--- src/rtl/exu_div_pkg.sv ---
// Shared types and sizing for the EXU iterative divider.
// The early-out feature is controlled by the EXU_DIV_EARLY_OUT_EN macro.
package exu_div_pkg;

    localparam int XLEN  = 32;
    localparam int TAG_W = 4;

    typedef struct packed {
        logic              div;
        logic              rem;
        logic              unsign;
        logic [XLEN-1:0]   rs1_data;
        logic [XLEN-1:0]   rs2_data;
        logic [4:0]        rd_addr;
        logic [TAG_W-1:0]  instr_tag;
        logic              legal;
        logic              nop;
    } idu1_out_t;

    typedef enum logic [1:0] {
        DIV_IDLE = 2'd0,
        DIV_CALC = 2'd1,
        DIV_FIX  = 2'd2
    } div_state_e;

    typedef struct packed {
        logic [XLEN-1:0]   divisor;
        logic [XLEN-1:0]   rem;
        logic [XLEN-1:0]   quo;
        logic              q_neg;
        logic              r_neg;
        logic              div_zero;
        logic              rem_sel;
        logic [4:0]        rd;
        logic [TAG_W-1:0]  tag;
    } div_dp_t;

    function automatic int div_cycles(input int unroll);
        return XLEN / unroll;
    endfunction

    function automatic logic [XLEN-1:0] abs_val(
        input logic [XLEN-1:0] v,
        input logic            neg
    );
        return neg ? -v : v;
    endfunction

endpackage

--- src/rtl/exu_div_step.sv ---
// One restoring-division step: shift {rem,quo} left, trial-subtract divisor.
// A borrow out of the widened difference means the trial went negative.
module exu_div_step
    import exu_div_pkg::*;
(
    input  logic [XLEN-1:0] rem_i,
    input  logic [XLEN-1:0] quo_i,
    input  logic [XLEN-1:0] divisor_i,
    output logic [XLEN-1:0] rem_o,
    output logic [XLEN-1:0] quo_o
);

    logic [XLEN:0] shifted;
    logic [XLEN:0] diff;

    always_comb begin
        shifted = {rem_i, quo_i[XLEN-1]};
        diff    = shifted - {1'b0, divisor_i};
        rem_o   = diff[XLEN] ? shifted[XLEN-1:0] : diff[XLEN-1:0];
        quo_o   = {quo_i[XLEN-2:0], ~diff[XLEN]};
    end

endmodule

--- src/rtl/exu_div.sv ---
// Iterative radix-2 restoring divider for DIV/DIVU/REM/REMU.
// Define EXU_DIV_EARLY_OUT_EN to skip CALC for trivial operand pairs.
module exu_div
    import exu_div_pkg::*;
#(
    parameter int UNROLL = 1
) (
    input  logic              clk,
    input  logic              rst_n,
    input  idu1_out_t         idu1_out,
    input  logic              pipe_flush,
    output logic              exu_div_busy,
    output logic [XLEN-1:0]   div_wb_data,
    output logic [4:0]        div_wb_rd_addr,
    output logic [TAG_W-1:0]  div_wb_instr_tag,
    output logic              div_wb_rd_wr_en
);

    localparam int DIV_CYCLES = div_cycles(UNROLL);
    localparam int CNT_W      = $clog2(DIV_CYCLES + 1);

    if (UNROLL != 1 && UNROLL != 2 && UNROLL != 4) begin : g_bad_unroll
        $error("exu_div: UNROLL must be 1, 2 or 4");
    end

    div_state_e        state_q, state_d;
    logic [CNT_W-1:0]  cnt_q, cnt_d;
    div_dp_t           dp_q, dp_d;
    logic [XLEN-1:0]   wb_data_q, wb_data_d;
    logic [4:0]        wb_rd_q, wb_rd_d;
    logic [TAG_W-1:0]  wb_tag_q, wb_tag_d;
    logic              wb_en_q, wb_en_d;

    logic              s1, s2;
    logic [XLEN-1:0]   a1, a2;
    logic              acc_req, accept;
    logic [XLEN-1:0]   q_fix, r_fix;

    logic [XLEN-1:0]   rem_c [UNROLL+1];
    logic [XLEN-1:0]   quo_c [UNROLL+1];

    assign s1      = ~idu1_out.unsign & idu1_out.rs1_data[XLEN-1];
    assign s2      = ~idu1_out.unsign & idu1_out.rs2_data[XLEN-1];
    assign a1      = abs_val(idu1_out.rs1_data, s1);
    assign a2      = abs_val(idu1_out.rs2_data, s2);
    assign acc_req = idu1_out.div & idu1_out.legal & ~idu1_out.nop;
    assign accept  = acc_req & ~pipe_flush & (state_q == DIV_IDLE);

    assign rem_c[0] = dp_q.rem;
    assign quo_c[0] = dp_q.quo;

    for (genvar g = 0; g < UNROLL; g++) begin : g_step
        exu_div_step u_step (
            .rem_i     (rem_c[g]),
            .quo_i     (quo_c[g]),
            .divisor_i (dp_q.divisor),
            .rem_o     (rem_c[g+1]),
            .quo_o     (quo_c[g+1])
        );
    end

    // The raw iteration leaves rem = |rs1| for a zero divisor; only q needs forcing.
    assign q_fix = dp_q.div_zero ? '1 : (dp_q.q_neg ? -dp_q.quo : dp_q.quo);
    assign r_fix = dp_q.r_neg ? -dp_q.rem : dp_q.rem;

    always_comb begin
        state_d   = state_q;
        cnt_d     = cnt_q;
        dp_d      = dp_q;
        wb_data_d = wb_data_q;
        wb_rd_d   = wb_rd_q;
        wb_tag_d  = wb_tag_q;
        wb_en_d   = 1'b0;

        unique case (state_q)
            DIV_IDLE: begin
                if (accept) begin
                    dp_d.divisor  = a2;
                    dp_d.rem      = '0;
                    dp_d.quo      = a1;
                    dp_d.q_neg    = s1 ^ s2;
                    dp_d.r_neg    = s1;
                    dp_d.div_zero = (a2 == '0);
                    dp_d.rem_sel  = idu1_out.rem;
                    dp_d.rd       = idu1_out.rd_addr;
                    dp_d.tag      = idu1_out.instr_tag;
                    state_d       = DIV_CALC;
                    cnt_d         = CNT_W'(DIV_CYCLES);
`ifdef EXU_DIV_EARLY_OUT_EN
                    // Preload the unsigned result the full iteration would reach.
                    if (a2 == '0) begin
                        dp_d.quo = '1;
                        dp_d.rem = a1;
                        state_d  = DIV_FIX;
                        cnt_d    = '0;
                    end else if (a1 < a2) begin
                        dp_d.quo = '0;
                        dp_d.rem = a1;
                        state_d  = DIV_FIX;
                        cnt_d    = '0;
                    end else if (a2 == XLEN'(1)) begin
                        dp_d.quo = a1;
                        dp_d.rem = '0;
                        state_d  = DIV_FIX;
                        cnt_d    = '0;
                    end
`endif
                end
            end
            DIV_CALC: begin
                if (pipe_flush) begin
                    state_d = DIV_IDLE;
                    cnt_d   = '0;
                end else begin
                    dp_d.rem = rem_c[UNROLL];
                    dp_d.quo = quo_c[UNROLL];
                    cnt_d    = cnt_q - CNT_W'(1);
                    if (cnt_q == CNT_W'(1)) begin
                        state_d = DIV_FIX;
                    end
                end
            end
            DIV_FIX: begin
                state_d = DIV_IDLE;
                cnt_d   = '0;
                if (!pipe_flush && dp_q.rd != 5'd0) begin
                    wb_en_d   = 1'b1;
                    wb_data_d = dp_q.rem_sel ? r_fix : q_fix;
                    wb_rd_d   = dp_q.rd;
                    wb_tag_d  = dp_q.tag;
                end
            end
            default: begin
                state_d = DIV_IDLE;
                cnt_d   = '0;
            end
        endcase
    end

    always_ff @(posedge clk or negedge rst_n) begin
        if (!rst_n) begin
            state_q   <= DIV_IDLE;
            cnt_q     <= '0;
            dp_q      <= '0;
            wb_data_q <= '0;
            wb_rd_q   <= '0;
            wb_tag_q  <= '0;
            wb_en_q   <= 1'b0;
        end else begin
            state_q   <= state_d;
            cnt_q     <= cnt_d;
            dp_q      <= dp_d;
            wb_data_q <= wb_data_d;
            wb_rd_q   <= wb_rd_d;
            wb_tag_q  <= wb_tag_d;
            wb_en_q   <= wb_en_d;
        end
    end

    assign exu_div_busy     = (state_q != DIV_IDLE);
    assign div_wb_data      = wb_data_q;
    assign div_wb_rd_addr   = wb_rd_q;
    assign div_wb_instr_tag = wb_tag_q;
    assign div_wb_rd_wr_en  = wb_en_q;

    // IDU1 must hold a divide while the unit is busy.
    a_no_accept_busy: assert property (
        @(posedge clk) disable iff (!rst_n)
        !(acc_req && !pipe_flush && state_q != DIV_IDLE)
    );

endmodule
--- config.mk ---
export PLATFORM = sky130hd
export DESIGN_NAME = exu_div
export DESIGN_NICKNAME = d
export VERILOG_FILES = /design/src/rtl/exu_div_pkg.sv /design/src/rtl/exu_div_step.sv /design/src/rtl/exu_div.sv
export SDC_FILE = /design/constraint.sdc
export NUM_CORES = 1
export LEC_CHECK = 0
export ABC_AREA = 1
export BUFFER_PORTS_ARGS = -buffer_cell sky130_fd_sc_hd__buf_4
export CORE_MARGIN = 10
export CORE_UTILIZATION = 45
export DETAILED_ROUTE_END_ITERATION = 7
export PLACE_DENSITY = 0.63
export SLEW_MARGIN = 20
export SYNTH_ARGS = -nofsm -noshare
export SYNTH_HDL_FRONTEND = slang
export SYNTH_SLANG_ARGS = --single-unit
--- constraint.sdc ---
create_clock -name clk -period 5.8 [get_ports clk]
set_clock_uncertainty 0.05 [all_clocks]
set_input_delay 0.58 -clock clk [delete_from_list [all_inputs] [get_ports clk]]
set_output_delay 0.58 -clock clk [all_outputs]
set_load 0.05 [all_outputs]
Word-level counts from Yosys, hierarchy flattened
Index checks and enable logic that the tools add are counted.

word-level totals
  register bits = 159
  input bits = 81
  memory bits (read-only) = 0
  RAM bits = 0
  logic and storage cells = 68
  memories kept = 0
  output and inout port bits = 43
  latch bits = 0

operators by class
  shift operators = 0
  add/sub/neg operators = 6
  equality and inequality tests = 6
  multiply operators = 0
  divide/modulo/power cells = 0
  bitwise gates (word level) = 11
  reduce and logical (&&, ||, !) cells = 11
  $lt $le $gt $ge = 0
  multiplexer cells = 19

operators with widths
  operator                                             count
  2-to-1 mux 32 bit                                    7
  negation 32 bit                                      4
  one-hot mux 64 bit (2 select lines)                  1
  2-to-1 mux 77 bit                                    1
  2-to-1 mux 64 bit                                    1
  subtractor 33 x 32 -> 33 bit                         1
  logical NOT 32 bit                                   1
  2-to-1 mux 6 bit                                     2
  one-hot mux 6 bit (2 select lines)                   1
  bitwise AND 1 bit                                    6
  equality test 6 x 1 -> 1 bit, second input constant  1
  2-to-1 mux 2 bit                                     3
  AND reduction 2 bit                                  3
  subtractor 6 x 1 -> 6 bit, second input constant     1
  nonzero test 5 bit                                   1
  inequality test 2 bit, second input constant         2
  inverter 1 bit                                       4
  one-hot mux 2 bit (2 select lines)                   1
  nonzero test 2 bit                                   2
  inequality test 3 bit, second input constant         1
  AND reduction 3 bit                                  1
  equality test 2 x 1 -> 1 bit, second input constant  1
  equality test 2 bit, second input constant           1
  logical NOT 2 bit                                    1
  other kinds (4)                                      5

Logic depth before layout (Yosys ltp)
Gate-level depths: netlist of run 1.

  depth in word-level cells = 6
  depth in mapped cells = 18
  mapped depth without buffers = 17

Hierarchy
Synthesis of run 1 repeated with hierarchy kept, for this count alone.

second synthesis, totals
  cell total of the unflattened synthesis = 2242
  area total of the unflattened synthesis = 13775.7 µm²

by module, submodules not included
  module        times used  area an instance (µm²)  seq. area each (µm²)  cells an instance
  exu_div       1           10392.5                 3978.8                1531
  exu_div_step  1           3383.2                  0.0                   711

Worst setup path after synthesis of run 1
No wires, ideal clock.

  kind = register to register
  start point = register dp_q[44] (netlist bit)
  end point = register dp_q[73] (netlist bit)
  cell stages (with the launch flop) = 19
  data arrival time = 2.154 ns
  buffers on the path = 1
  required time = 5.632 ns
  library setup time = 0.118 ns
  period minus slack after synthesis = 2.322 ns
  path slack = 3.478 ns
  path through = dfrtp_1 inv_1 ha_1 fa_1 inv_1 nand2_1 o21ai_2 nand2_1 nand2_2 nand2_1 nand2_2 nand2_4 nand2_4 nand2_2 nand2_2 buf_4 nand2_1 nand3_1 nand2_1

between the ends
  longest elaborated chain between the ends = 4

ends and longest elaborated chain
  item                                 line                RTL
  from (decl)                          exu_div.sv:28       div_dp_t dp_q, dp_d;
  from (signal assigned)               exu_div.sv:152      dp_q <= dp_d;
  subtractor 33 x 32 -> 33 bit         exu_div_step.sv:18  diff = shifted - {1'b0, divisor_i};
  2-to-1 mux 32 bit                    exu_div_step.sv:19  rem_o = diff[XLEN] ? shifted[XLEN-1:0] : diff[XLEN-1:0];
  2-to-1 mux 64 bit                    exu_div.sv:111      if (pipe_flush) begin
  one-hot mux 64 bit (2 select lines)  exu_div.sv:75       unique case (state_q)

Every way passes these cells. The select of a mux whose other input is x is not followed.
A chain may end at the register's enable or synchronous reset.

Final worst setup path of run 1
  start point = register dp_q[44] (netlist bit)
  end point = register dp_q[63] (netlist bit)

Same word-level chain as after synthesis.

==> metrics.md, run 1 <==
| Metric | Value |
|---|---|
| Share of cells above drive strength 1 | 9.632% |
| Post-CTS setup buffers | 0 |
| Die ar. | 35,770 um^2 |
| Post-Synthesis Cells | 2,049 |
| CP cell instances | inv_1, ha_1, fa_1, inv_1, nand2_1, o21ai_2, nand2_1, nand2_2, nand2_1, nand2_2, nand2_4, nand2_4, nand2_2, nand2_2, nand2_1, nand3_1, nand2_1 |
| Crit path kind | reg2reg |
| # rows | 61 |
| R2r worst-path depth | 17 |
| Synth area leaders | dfrtp_1 31%, nand2_1 18%, nand3_1 7.9%, nor2_1 6.9%, inv_1 6.8% |
| Core Area | 28,010 um^2 |
| Initial DRC count | 1,482 |
| Vias in the first global route | 12.92k |
| Detailed placer's ending HPWL | 33.30 mm |
| Critical path's slowest cell | nand2_2 |
| Initial core utilization | 45.95% |
| Worst slew margin | 35.28% |
| Worst-Skew Late Latency | 0.45 ns |
| Number of port buffers | 123 |
| Wire length on met2 | 18.31 mm |
| FF-to-FF setup slack | 2.75 ns |
| Routed Antenna Nets | 0 |
| I/O pin cnt | 124 |
| Min Tclk post-route | 3.049 ns |
| Routed met1 length | 20.50 mm |
| Clock tree buffer depth | 2 |
| Yosys cell types | 50 |
| Post-synthesis cell area | 12,870 um^2 |
| Setup WS post-layout | 2.751 ns |
| Die H | 189.1 um |
| Yosys reg bits | 159 |
| Cell taking the most area after synthesis | dfrtp_1 |
| Num CTS Buffers | 17 |
| Async S/R FF share, synth | 100.0% |
| CTS Hold Bufs | 0 |
| Vias/cell | 5.384 |
| First-pass GRT wire length | 68.42 mm |
| Critical Path Start | dp_q[44] |
| Share of the synthesized area in the top cell type | 30.91% |
| DRC viols | 0 |
| Overflow after GRT | 0 |
| Synthesized area per cell | 6.282 um^2 |
| CTS tree | built |
| # setup viols final | 0 |
| Clk sinks | 159 |
| Vias after detailed routing | 13.61k |
| CP Depth | 17 |
| Worst hold path class | in2async |
| Worst Max-Slew Pin Slew | 0.9708 ns |
| Arr. time, crit path | 3.33 ns |
| N_diodes | 0 |
| Fin Setup TNS | 0 ns |
| Largest net degree at the start of global routing | 104 |
| Most used DFF post-synth | dfrtp_1 |
| RR Endpoint | dp_q[63] |
| Final nets | 2,257 |
| Slew Viols, Final | 0 |
| Max-cap violations | 0 |
| Cts repair resizes | 0 |
| Initial antenna violation count | 0 |
| Top Metal Used | met4 |
| Die width | 189.1 um |
| Crit path max-delay family | simple AND/OR/NAND/NOR gates |
| P_leak | 0.007614 uW |
| Clock slew at the register clock pins of the worst setup and hold paths | 0.07 ns |
| Hold violation total from the final report | 0 |
| Status | completed |
| Final period utilization | 52.56% |
| Placer Congestion | 0.9357 |
| Worst Path Max Fanout | 30 |
| CP bufs+invs | 2 |
| Pwr Density | 519.6 nW/um^2 |
| Crit path top cell by count | nand2_1 |
| Worst EP required | 6.08 ns |
| Synthesized Nets | 2,170 |
| CTS root buffer | clkbuf_16 |
| All-layer global routing usage | 23.39% |
| Crit end category | flop |
| Maximum achievable frequency | 0.3280 GHz |
| Pre-CTS setup slack | 2.586 ns |
| Area delta synth->final | 13.97% |
| CP max stage delay | 0.48 ns |
| Drt first pass iters | 6 |
| Htree depth | 4 |
| Total Wirelength | 42.13 mm |
| CP endpoint | dp_q[63] |
| Reg2reg start | dp_q[44] |
| Worst hold slack | 0.2211 ns |
| Post-synthesis sequential area ratio | 30.91% |
| Unrepaired setup endpoints after global routing | false |
| Yosys warns | 0 |
| Met3 wire len | 2.503 mm |
| Number of synthesized flops with an enable pin | 0 |
| Worst VDD drop | 0.2897 mV |
| CP Launch Type | flop |
| Fill count | 2,989 |
| Avg WL per Cell | 16.67 um |
[state kept, by name (all words and copies together), names as in the netlist]
| register | cells |
|---|---|
| state_q | 2 |
| div_wb_data | 32 |
| div_wb_rd_wr_en | 1 |
| dp_q | 109 |
| div_wb_instr_tag | 4 |
| cnt_q | 6 |
| div_wb_rd_addr | 5 |
[through the flow]
| step | std cells | power (uW) | cell area (um^2) | util, % |
|---|---|---|---|---|
| 5_1_grt | 2527 | 8269 | 14670 | 52.37 |
| 2_1_floorplan | 2049 | 5084 | 12870 | - |
| 6_report | 2527 | 7623 | 14670 | 52.37 |
| 3_5_place_dp | 2495 | 6406 | 14060 | 50.20 |
| 3_3_place_gp | 2495 | 6362 | 14060 | 50.20 |
| 4_1_cts | 2527 | 7592 | 14670 | 52.37 |
[cells in the final DEF, fill, tap and decap left out, types with 4 or more instances in the layout]
master	synthesis	routed
nand2_4	4	4
inv_1	232	232
o31ai_1	7	7
dfrtp_1	159	159
nor2_1	236	235
o21bai_1	4	4
o21ai_0	154	154
ha_1	39	39
a31oi_1	14	14
or2_2	4	4
nor2_2	8	8
nand2_2	8	8
inv_8	0	6
nor4_1	8	8
buf_4	2	133
xor2_1	19	19
a22oi_1	10	10
o221ai_1	9	9
o211ai_1	6	6
a21o_1	6	6
nand2_1	609	609
nand3b_1	17	17
inv_6	0	5
a21oi_1	105	105
nand3_1	202	202
nor3_1	29	29
inv_2	6	6
clkbuf_16	0	17
nand4_1	34	34
nor2_4	3	4
xnor2_1	21	21
[layer usage]
metal	up-vias	GRT usage, %
met3	47	3.638
met1	6259	33.84
met4	0	5.891
met2	438	35.44
met5	-	0
li1	6862	-
[worst min-delay path by stage]
| stage | depth (start not counted) | to | slack (ns) |
|---|---|---|---|
| global route | 1 | dp_q[75] | 0.30 |
| finish | 1 | dp_q[75] | 0.22 |
| global placement | 2 | div_wb_instr_tag[2] | 0.42 |
| floorplan | 0 | cnt_q[0] | 0.23 |
| detailed placement | 2 | div_wb_data[16] | 0.42 |
| CTS | 1 | dp_q[75] | 0.27 |
[cells in the mapped netlist (14+ instances only)]
library cell  instances
nand3b_1             17
nor2_1              236
o21ai_0             154
ha_1                 39
nand2_1             609
xor2_1               19
clkbuf_1             48
nor3_1               29
xnor2_1              21
a31oi_1              14
nand4_1              34
nand3_1             202
dfrtp_1             159
inv_1               232
a21oi_1             105
[power breakdown]
group | internal, uW | switching, uW
Clock | 622 | 545
Combinational | 1380 | 3120
Sequential | 1560 | 395
Total | 3570 | 4060
[cell families after synthesis]
logic type | count (synthesis) | synth area share [%]
AO/OA/AOI/OAI | 332 | 14.30
XOR/XNOR | 40 | 2.722
adder cells (fa/ha/maj) | 40 | 3.947
buffers and inverters | 307 | 9.351
flip-flops | 159 | 30.91
AND/OR/NAND/NOR | 1171 | 38.77
[cell type report]
| type | count | area, um^2 | area share (%) |
|---|---|---|---|
| tap | 378 | 473.0 | 3.224 |
| clock buffer | 17 | 425.4 | 2.900 |
| clock inverter | 15 | 181.4 | 1.237 |
| timing repair buffer | 134 | 1010 | 6.883 |
| inverter | 241 | 904.6 | 6.167 |
| sequential | 159 | 3979 | 27.12 |
| multi-input combinational | 1583 | 7696 | 52.46 |
[worst register-to-register path, stage by stage, from the launching register on]
cell and delay, ns:
dfrtp_1 0.34, inv_1 0.10, ha_1 0.24, fa_1 0.40
inv_1 0.12, nand2_1 0.09, o21ai_2 0.19, nand2_1 0.09
nand2_2 0.10, nand2_1 0.07, nand2_2 0.13, nand2_4 0.08
nand2_4 0.09, nand2_2 0.05, nand2_2 0.48, nand2_1 0.14
nand3_1 0.11, nand2_1 0.05
Power figures use the tool's default switching activity.
==> inputs of run 2 (changes only) <==
==> constraint.sdc (replaced) <==
create_clock -name clk -period 2.9 [get_ports clk]
set_clock_uncertainty 0.05 [all_clocks]
set_input_delay 0.29 -clock clk [delete_from_list [all_inputs] [get_ports clk]]
set_output_delay 0.29 -clock clk [all_outputs]
set_load 0.05 [all_outputs]
==> metrics.md, run 2 (synthesis results as in run 1) <==
| Metric | Value |
|---|---|
| CTS tree | built |
| Max-cap violations | 0 (unchanged) |
| All-layer global routing usage | 24.01% (+0.62 points) |
| Slew Viols, Final | 0 (unchanged) |
| Unrepaired setup endpoints after global routing | false |
| Most common cell after layout, fill and taps aside | nand2_1 |
| N_diodes | 0 (unchanged) |
| Avg WL per Cell | 17.05 um (+2.2%) |
| I/O pin cnt | 124 (unchanged) |
| Initial core utilization | 45.95% (unchanged) |
| # setup viols final | 0 (unchanged) |
| Final period utilization | 91.70% (+39 points) |
| Clk sinks | 159 (unchanged) |
| Die width | 189.1 um (unchanged) |
| Top reg by flops | dp_q |
| Clock slew at the register clock pins of the worst setup and hold paths | 0.07 ns (about the same) |
| Setup WS post-layout | 0.2406 ns (-2.511 ns) |
| Worst-Skew Late Latency | 0.44 ns (about the same) |
| Overflow after GRT | 0 (unchanged) |
| Detailed placer's ending HPWL | 34.32 mm (+3.1%) |
| Worst VDD drop | 0.5327 mV (+84%) |
| Post-route insts no fill | 2,543 (+0.63%) |
| Largest net degree at the start of global routing | 73 (-30%) |
| Cell Area, Placed | 14,210 um^2 (+1.1%) |
| Vias after detailed routing | 13.83k (+1.6%) |
| Min Tclk post-route | 2.659 ns (-0.3893 ns) |
| Most frequent cells in the layout | 609 x nand2_1, 235 x nor2_1, 232 x inv_1 |
| Die H | 189.1 um (unchanged) |
| Htree depth | 4 (unchanged) |
| First-pass GRT wire length | 70.02 mm (+2.3%) |
| # rows | 61 (unchanged) |
| Worst hold path class | in2reg |
| CTS root buffer | clkbuf_16 |
| Share of cells above drive strength 1 | 10.21% (+0.58 points) |
| Pwr Density | 1037 nW/um^2 (+100%) |
| Worst Path Max Fanout | 30 (unchanged) |
| Crit path kind | reg2reg |
| Drt first pass iters | 5 (-1) |
| Hold violation total from the final report | 0 (unchanged) |
| Worst hold slack | 0.01811 ns (-0.2030 ns) |
| Placed Instances | 2,510 (+0.60%) |
| Core Area | 28,010 um^2 (unchanged) |
| Num CTS Buffers | 17 (unchanged) |
| Initial antenna violation count | 0 (unchanged) |
| Pre-CTS setup slack | 0.1647 ns (-2.422 ns) |
| Crit end category | flop |
| Design area | 14,830 um^2 (+1.1%) |
| Number of port buffers | 123 (unchanged) |
| Vias/cell | 5.437 (+0.98%) |
| Maximum achievable frequency | 0.3760 GHz (+15%) |
| Final nets | 2,273 (+0.71%) |
| Routed Antenna Nets | 0 (unchanged) |
| Initial DRC count | 1,310 (-12%) |
| Clock tree buffer depth | 2 (unchanged) |
| Fin Setup TNS | 0 ns (unchanged) |
| Status | completed |
| Worst EP required | 3.17 ns (-2.91 ns) |
| DRC viols | 0 (unchanged) |
| Fill count | 2,899 (-3.0%) |
| Die ar. | 35,770 um^2 (unchanged) |
| Vias in the first global route | 13.00k (+0.56%) |
| Worst Max-Slew Pin Slew | 0.7327 ns (-0.2381 ns) |
| Placer Congestion | 0.9765 (+4.4%) |
| Total Wirelength | 43.35 mm (+2.9%) |
| P_leak | 0.007708 uW (+1.2%) |
| Arr. time, crit path | 2.93 ns (-0.40 ns) |
| Worst slew margin | 50.97% (+16 points) |
| Number of flip-flops under the largest register name | 109 (unchanged) |
| CP Launch Type | flop |
| Area delta synth->final | 15.19% |
[run 2: repair_timing]
action	4_1_cts	5_1_grt
hold endpoints to repair	68	0
resized for setup	0	3
endpoints found under the setup margin	0	25
buffers inserted	0	0
hold buffers	1	0
[run 2: final timing paths]
check / start / endpoint / slack [ns] / cells past startpoint
max: dp_q[44] / dp_q[58] / 0.24 / 18
min: idu1_out[7] / dp_q[5] / 0.02 / 3
max reg2reg: dp_q[44] / dp_q[58] / 0.24 / 18
min reg2reg: div_wb_data[22] / div_wb_data[22] / 0.43 / 2
max in group asynchronous: rst_n / dp_q[106] / 1.64 / 3
min in group asynchronous: rst_n / dp_q[76] / 0.40 / 2
[run 2: power breakdown]
part | switching (uW) | internal (uW) | total [uW]
Clock | 1030 | 1300 | 2330
Sequential | 761 | 3120 | 3880
Combinational | 6340 | 2830 | 9170
[run 2: per-layer routing]
metal | up-vias | wire (um) | GRT usage (%)
met4 | 0 | 880 | 6.441
met5 | - | 0 | 0
met2 | 498 | 18860 | 36.60
li1 | 6893 | - | -
met3 | 50 | 2793 | 3.749
met1 | 6385 | 20810 | 34.42
[run 2: cell type report]
cell class	instances	area [um^2]	area share, %
clock buffer	18	429.2	2.895
clock inverter	14	166.4	1.122
inverter	241	904.6	6.101
multi-input combinational	1583	7705	51.97
sequential	159	3979	26.84
tap	378	473.0	3.190
timing repair buffer	150	1170	7.890
[run 2: worst max-delay path, cell delays in order, from the launching register on]
cell and delay (ns):
dfrtp_1 0.35, inv_1 0.05, ha_1 0.22, fa_1 0.40
inv_1 0.11, nand2_1 0.09, o21ai_2 0.19, nand2_1 0.09
nand2_2 0.10, nand2_1 0.07, nand2_2 0.13, nand2_4 0.08
nand2_4 0.09, nand2_2 0.05, nand2_2 0.08, buf_12 0.18
nand2_1 0.06, nand3_1 0.08, nand2_1 0.06
[run 2: metrics by stage]
| step | util, % | total power (uW) |
|---|---|---|
| 3_3_place_gp | 50.74 | 12850 |
| 2_1_floorplan | - | 10170 |
| 4_1_cts | 52.90 | 15310 |
| 3_5_place_dp | 50.74 | 12930 |
| 6_report | 52.93 | 15380 |
| 5_1_grt | 52.93 | 16700 |
==> inputs of run 3 (changes only) <==
--- a/config.mk
+++ b/config.mk
@@ -10,8 +10,9 @@
 export CORE_MARGIN = 10
 export CORE_UTILIZATION = 45
 export DETAILED_ROUTE_END_ITERATION = 7
-export PLACE_DENSITY = 0.63
+export PLACE_DENSITY = 0.66
 export SLEW_MARGIN = 20
 export SYNTH_ARGS = -nofsm -noshare
 export SYNTH_HDL_FRONTEND = slang
+export SYNTH_HIERARCHICAL = 1
 export SYNTH_SLANG_ARGS = --single-unit
==> constraint.sdc (replaced) <==
create_clock -name clk -period 2.3 [get_ports clk]
set_clock_uncertainty 0.05 [all_clocks]
set_input_delay 0.23 -clock clk [delete_from_list [all_inputs] [get_ports clk]]
set_output_delay 0.23 -clock clk [all_outputs]
set_load 0.05 [all_outputs]
==> metrics.md, run 3 <==
| Metric | Value |
|---|---|
| CP bufs+invs | 2 (-1) |
| Synthesized area per cell | 6.144 um^2 (-2.2%) |
| Most used DFF post-synth | dfrtp_1 |
| Yosys warns | 6 (+6) |
| Worst-Skew Late Latency | 0.46 ns (+0.02 ns) |
| Vias in the first global route | 14.38k (+11%) |
| Placed Instances | 2,804 (+12%) |
| Failing checks | negative setup slack |
| Unrepaired setup endpoints after global routing | true |
| Slew Viols, Final | 0 (unchanged) |
| Pwr Density | 1671 nW/um^2 (+61%) |
| Worst VDD drop | 0.7003 mV (+31%) |
| Htree depth | 4 (unchanged) |
| All-layer global routing usage | 24.16% (+0.15 points) |
| # rows | 64 (+4.9%) |
| Initial DRC count | 1,219 (-6.9%) |
| Async S/R FF share, synth | 100.0% (unchanged) |
| DRC viols | 0 (unchanged) |
| CP cell instances | ha_1, nand2_1, inv_2, nand2_1, nand2_1, a21oi_1, nand2_4, nand2_4, nand2_4, nand2_4, nand2_8, clkbuf_16, nand2_1, nand2_1, nand3_1, o21ai_0 |
| Initial core utilization | 45.27% (-0.68 points) |
| Fill count | 3,098 (+6.9%) |
| Cell Area, Placed | 15,820 um^2 (+11%) |
| Clock tree buffer depth | 2 (unchanged) |
| Detailed placer's ending HPWL | 37.06 mm (+8.0%) |
| Initial antenna violation count | 1 (+1) |
| Num CTS Buffers | 17 (unchanged) |
| Worst EP required | 2.58 ns (-0.59 ns) |
| Die H | 195.0 um (+3.1%) |
| Hold Path Origin | idu1_out[73] |
| Avg WL per Cell | 16.41 um (-3.7%) |
| Reg2reg start | dp_q[55] |
| Post-synthesis cell area | 13,780 um^2 (+7.0%) |
| Share of the synthesized area in the top cell type | 28.88% (-2.0 points) |
| Overflow after GRT | 0 (unchanged) |
| Worst hold slack | 0.02706 ns (+0.008950 ns) |
| Yosys reg bits | 159 (unchanged) |
| Most frequent cells in the layout | 692 x nand2_1, 315 x inv_1, 262 x buf_4 |
| Hold Crit Endpoint | dp_q[43] |
| Setup WS post-layout | -0.09804 ns (-0.3387 ns) |
| Pre-CTS setup slack | -0.1106 ns (-0.2753 ns) |
| R2r worst-path depth | 16 (-2) |
| Vias/cell | 5.290 (-2.7%) |
| Crit end category | flop |
| N_diodes | 0 (unchanged) |
| RR Endpoint | dp_q[73] |
| CTS root buffer | clkbuf_16 |
| Synthesized Nets | 2,363 (+8.9%) |
| Area of the multi-input gates | 8417 um^2 (+9.2%) |
| Clk sinks | 159 (unchanged) |
| Hold violation total from the final report | 0 (unchanged) |
| Total Wirelength | 46.96 mm (+8.3%) |
| P_leak | 0.009126 uW (+18%) |
| Hold Crit Depth | 3 (unchanged) |
| Max-cap violations | 0 (unchanged) |
| Synth cell count leaders | 716 x nand2_1, 320 x inv_1, 212 x nand3_1 |
| I/O pin cnt | 124 (unchanged) |
| Vias after detailed routing | 15.14k (+9.5%) |
| Worst slew margin | 47.50% (-3.5 points) |
| Post-Synthesis Cells | 2,242 (+9.4%) |
| Final core utilization | 56.38% (+3.4 points) |
| Area delta synth->final | 24.54% |
| # setup viols final | 31 (+31) |
| Die width | 195.0 um (+3.1%) |
| Cell taking the most area after synthesis | dfrtp_1 |
| Worst Path Max Fanout | 7 (-77%) |
| Top reg by flops | dp_q |
| Maximum achievable frequency | 0.4170 GHz (+11%) |
| Worst hold path class | in2reg |
| First-pass GRT wire length | 75.54 mm (+7.9%) |
| Crit path top cell by count | nand2_1 |
| CTS tree | built |
| Crit path max-delay family | simple AND/OR/NAND/NOR gates |
| Post-synthesis sequential area ratio | 28.88% (-2.0 points) |
| Number of port buffers | 123 (unchanged) |
| Number of synthesized flops with an enable pin | 0 (unchanged) |
| Crit path kind | reg2reg |
| Final nets | 2,573 (+13%) |
| Worst Max-Slew Pin Slew | 0.7776 ns (+0.04492 ns) |
| Design area | 17,160 um^2 (+16%) |
| Arr. time, crit path | 2.68 ns (-0.25 ns) |
| CP max stage delay | 0.41 ns (about the same) |
| Yosys cell types | 47 (-6.0%) |
| Core Area | 30,430 um^2 (+8.6%) |
| Final period utilization | 104.3% (+13 points) |
| Top-count cell post-synth | nand2_1 |
| Share of cells above drive strength 1 | 17.85% (+7.6 points) |
| Status | finished, violations left |
| Die ar. | 38,010 um^2 (+6.3%) |
| CP Launch Type | flop |
| Routed Antenna Nets | 0 (unchanged) |
| Largest net degree at the start of global routing | 95 (+30%) |
| Post-route insts no fill | 2,861 (+13%) |
| Placer Congestion | 0.9882 (+1.2%) |
| Critical path's slowest cell | dfrtp_1 |
| Reg area | 3979 um^2 (unchanged) |
| Number of flip-flops under the largest register name | 109 (unchanged) |
| Drt first pass iters | 5 (unchanged) |
| Most common cell after layout, fill and taps aside | nand2_1 |
| FF-to-FF setup slack | -0.1 ns (-0.34 ns) |
| Clock slew at the register clock pins of the worst setup and hold paths | 0.07 ns (about the same) |
| Synth area leaders | dfrtp_1 29%, nand2_1 20%, inv_1 8.7%, nand3_1 7.7%, nor2_1 5.5% |
| Min Tclk post-route | 2.398 ns (-0.2613 ns) |
[run 3: cell type report]
type / count / area share (%)
clock inverter: 15 / 1.116
clock buffer: 17 / 2.480
timing repair buffer: 291 / 14.05
sequential: 159 / 23.19
multi-input combinational: 1654 / 49.06
inverter: 329 / 7.213
tap: 396 / 2.888
[run 3: how the worst max path moves through the flow]
| stage | to | cells after the start | slack [ns] | start |
|---|---|---|---|---|
| after floorplan | dp_q[63] | 19 | 0.03 | dp_q[44] |
| after CTS | dp_q[70] | 19 | -0.04 | dp_q[44] |
| final | dp_q[73] | 16 | -0.1 | dp_q[55] |
| after global routing | dp_q[71] | 19 | -0.27 | dp_q[44] |
| after detailed placement | dp_q[72] | 15 | -0.11 | dp_q[104] |
| after global placement | dp_q[70] | 13 | -0.02 | dp_q[51] |
[run 3: repair_timing]
item,in CTS,in global routing
buffers inserted,2,9
hold endpoints to repair,54,0
cloned,1,2
endpoints found under the setup margin,32,43
pin swaps,1,28
hold buffers,11,0
resized for setup,21,90
[run 3: worst min-delay path: stages]
cell	delay, ns
buf_4	0.10
nor2_1	0.04
o22ai_1	0.11
[run 3: power breakdown]
part | switching, uW | internal (uW) | leakage (uW) | total [uW]
Combinational | 12600 | 7820 | 0.00680 | 20400
Clock | 1390 | 1660 | 0.000298 | 3050
Sequential | 1160 | 4040 | 0.00202 | 5190
Total | 15100 | 13500 | 0.00913 | 28700
[run 3: cells by family after synthesis]
kind of cell / Yosys count / share of synthesized area (%)
DFF: 159 / 28.88
buffers and inverters: 429 / 13.21
and+or+nand+nor: 1258 / 38.79
AOI/OAI and AO/OA: 322 / 13.27
adders and majority gates: 40 / 3.688
xor gates and xnor gates: 34 / 2.162
[run 3: through the flow]
step / TNS [ns] / total power, uW
after floorplan: 0 / 17000
after global placement: -0.1259 / 23090
after detailed placement: -2.400 / 23320
after CTS: -0.3448 / 26930
after global routing: -7.756 / 31050
final: -2.393 / 28670
[run 3: per-layer routing]
| layer | wire length (um) | global-route usage (%) |
|---|---|---|
| met3 | 2619 | 3.597 |
| met2 | 20960 | 37.70 |
| met1 | 22160 | 33.58 |
| met5 | 13 | 0 |
| met4 | 1203 | 7.381 |
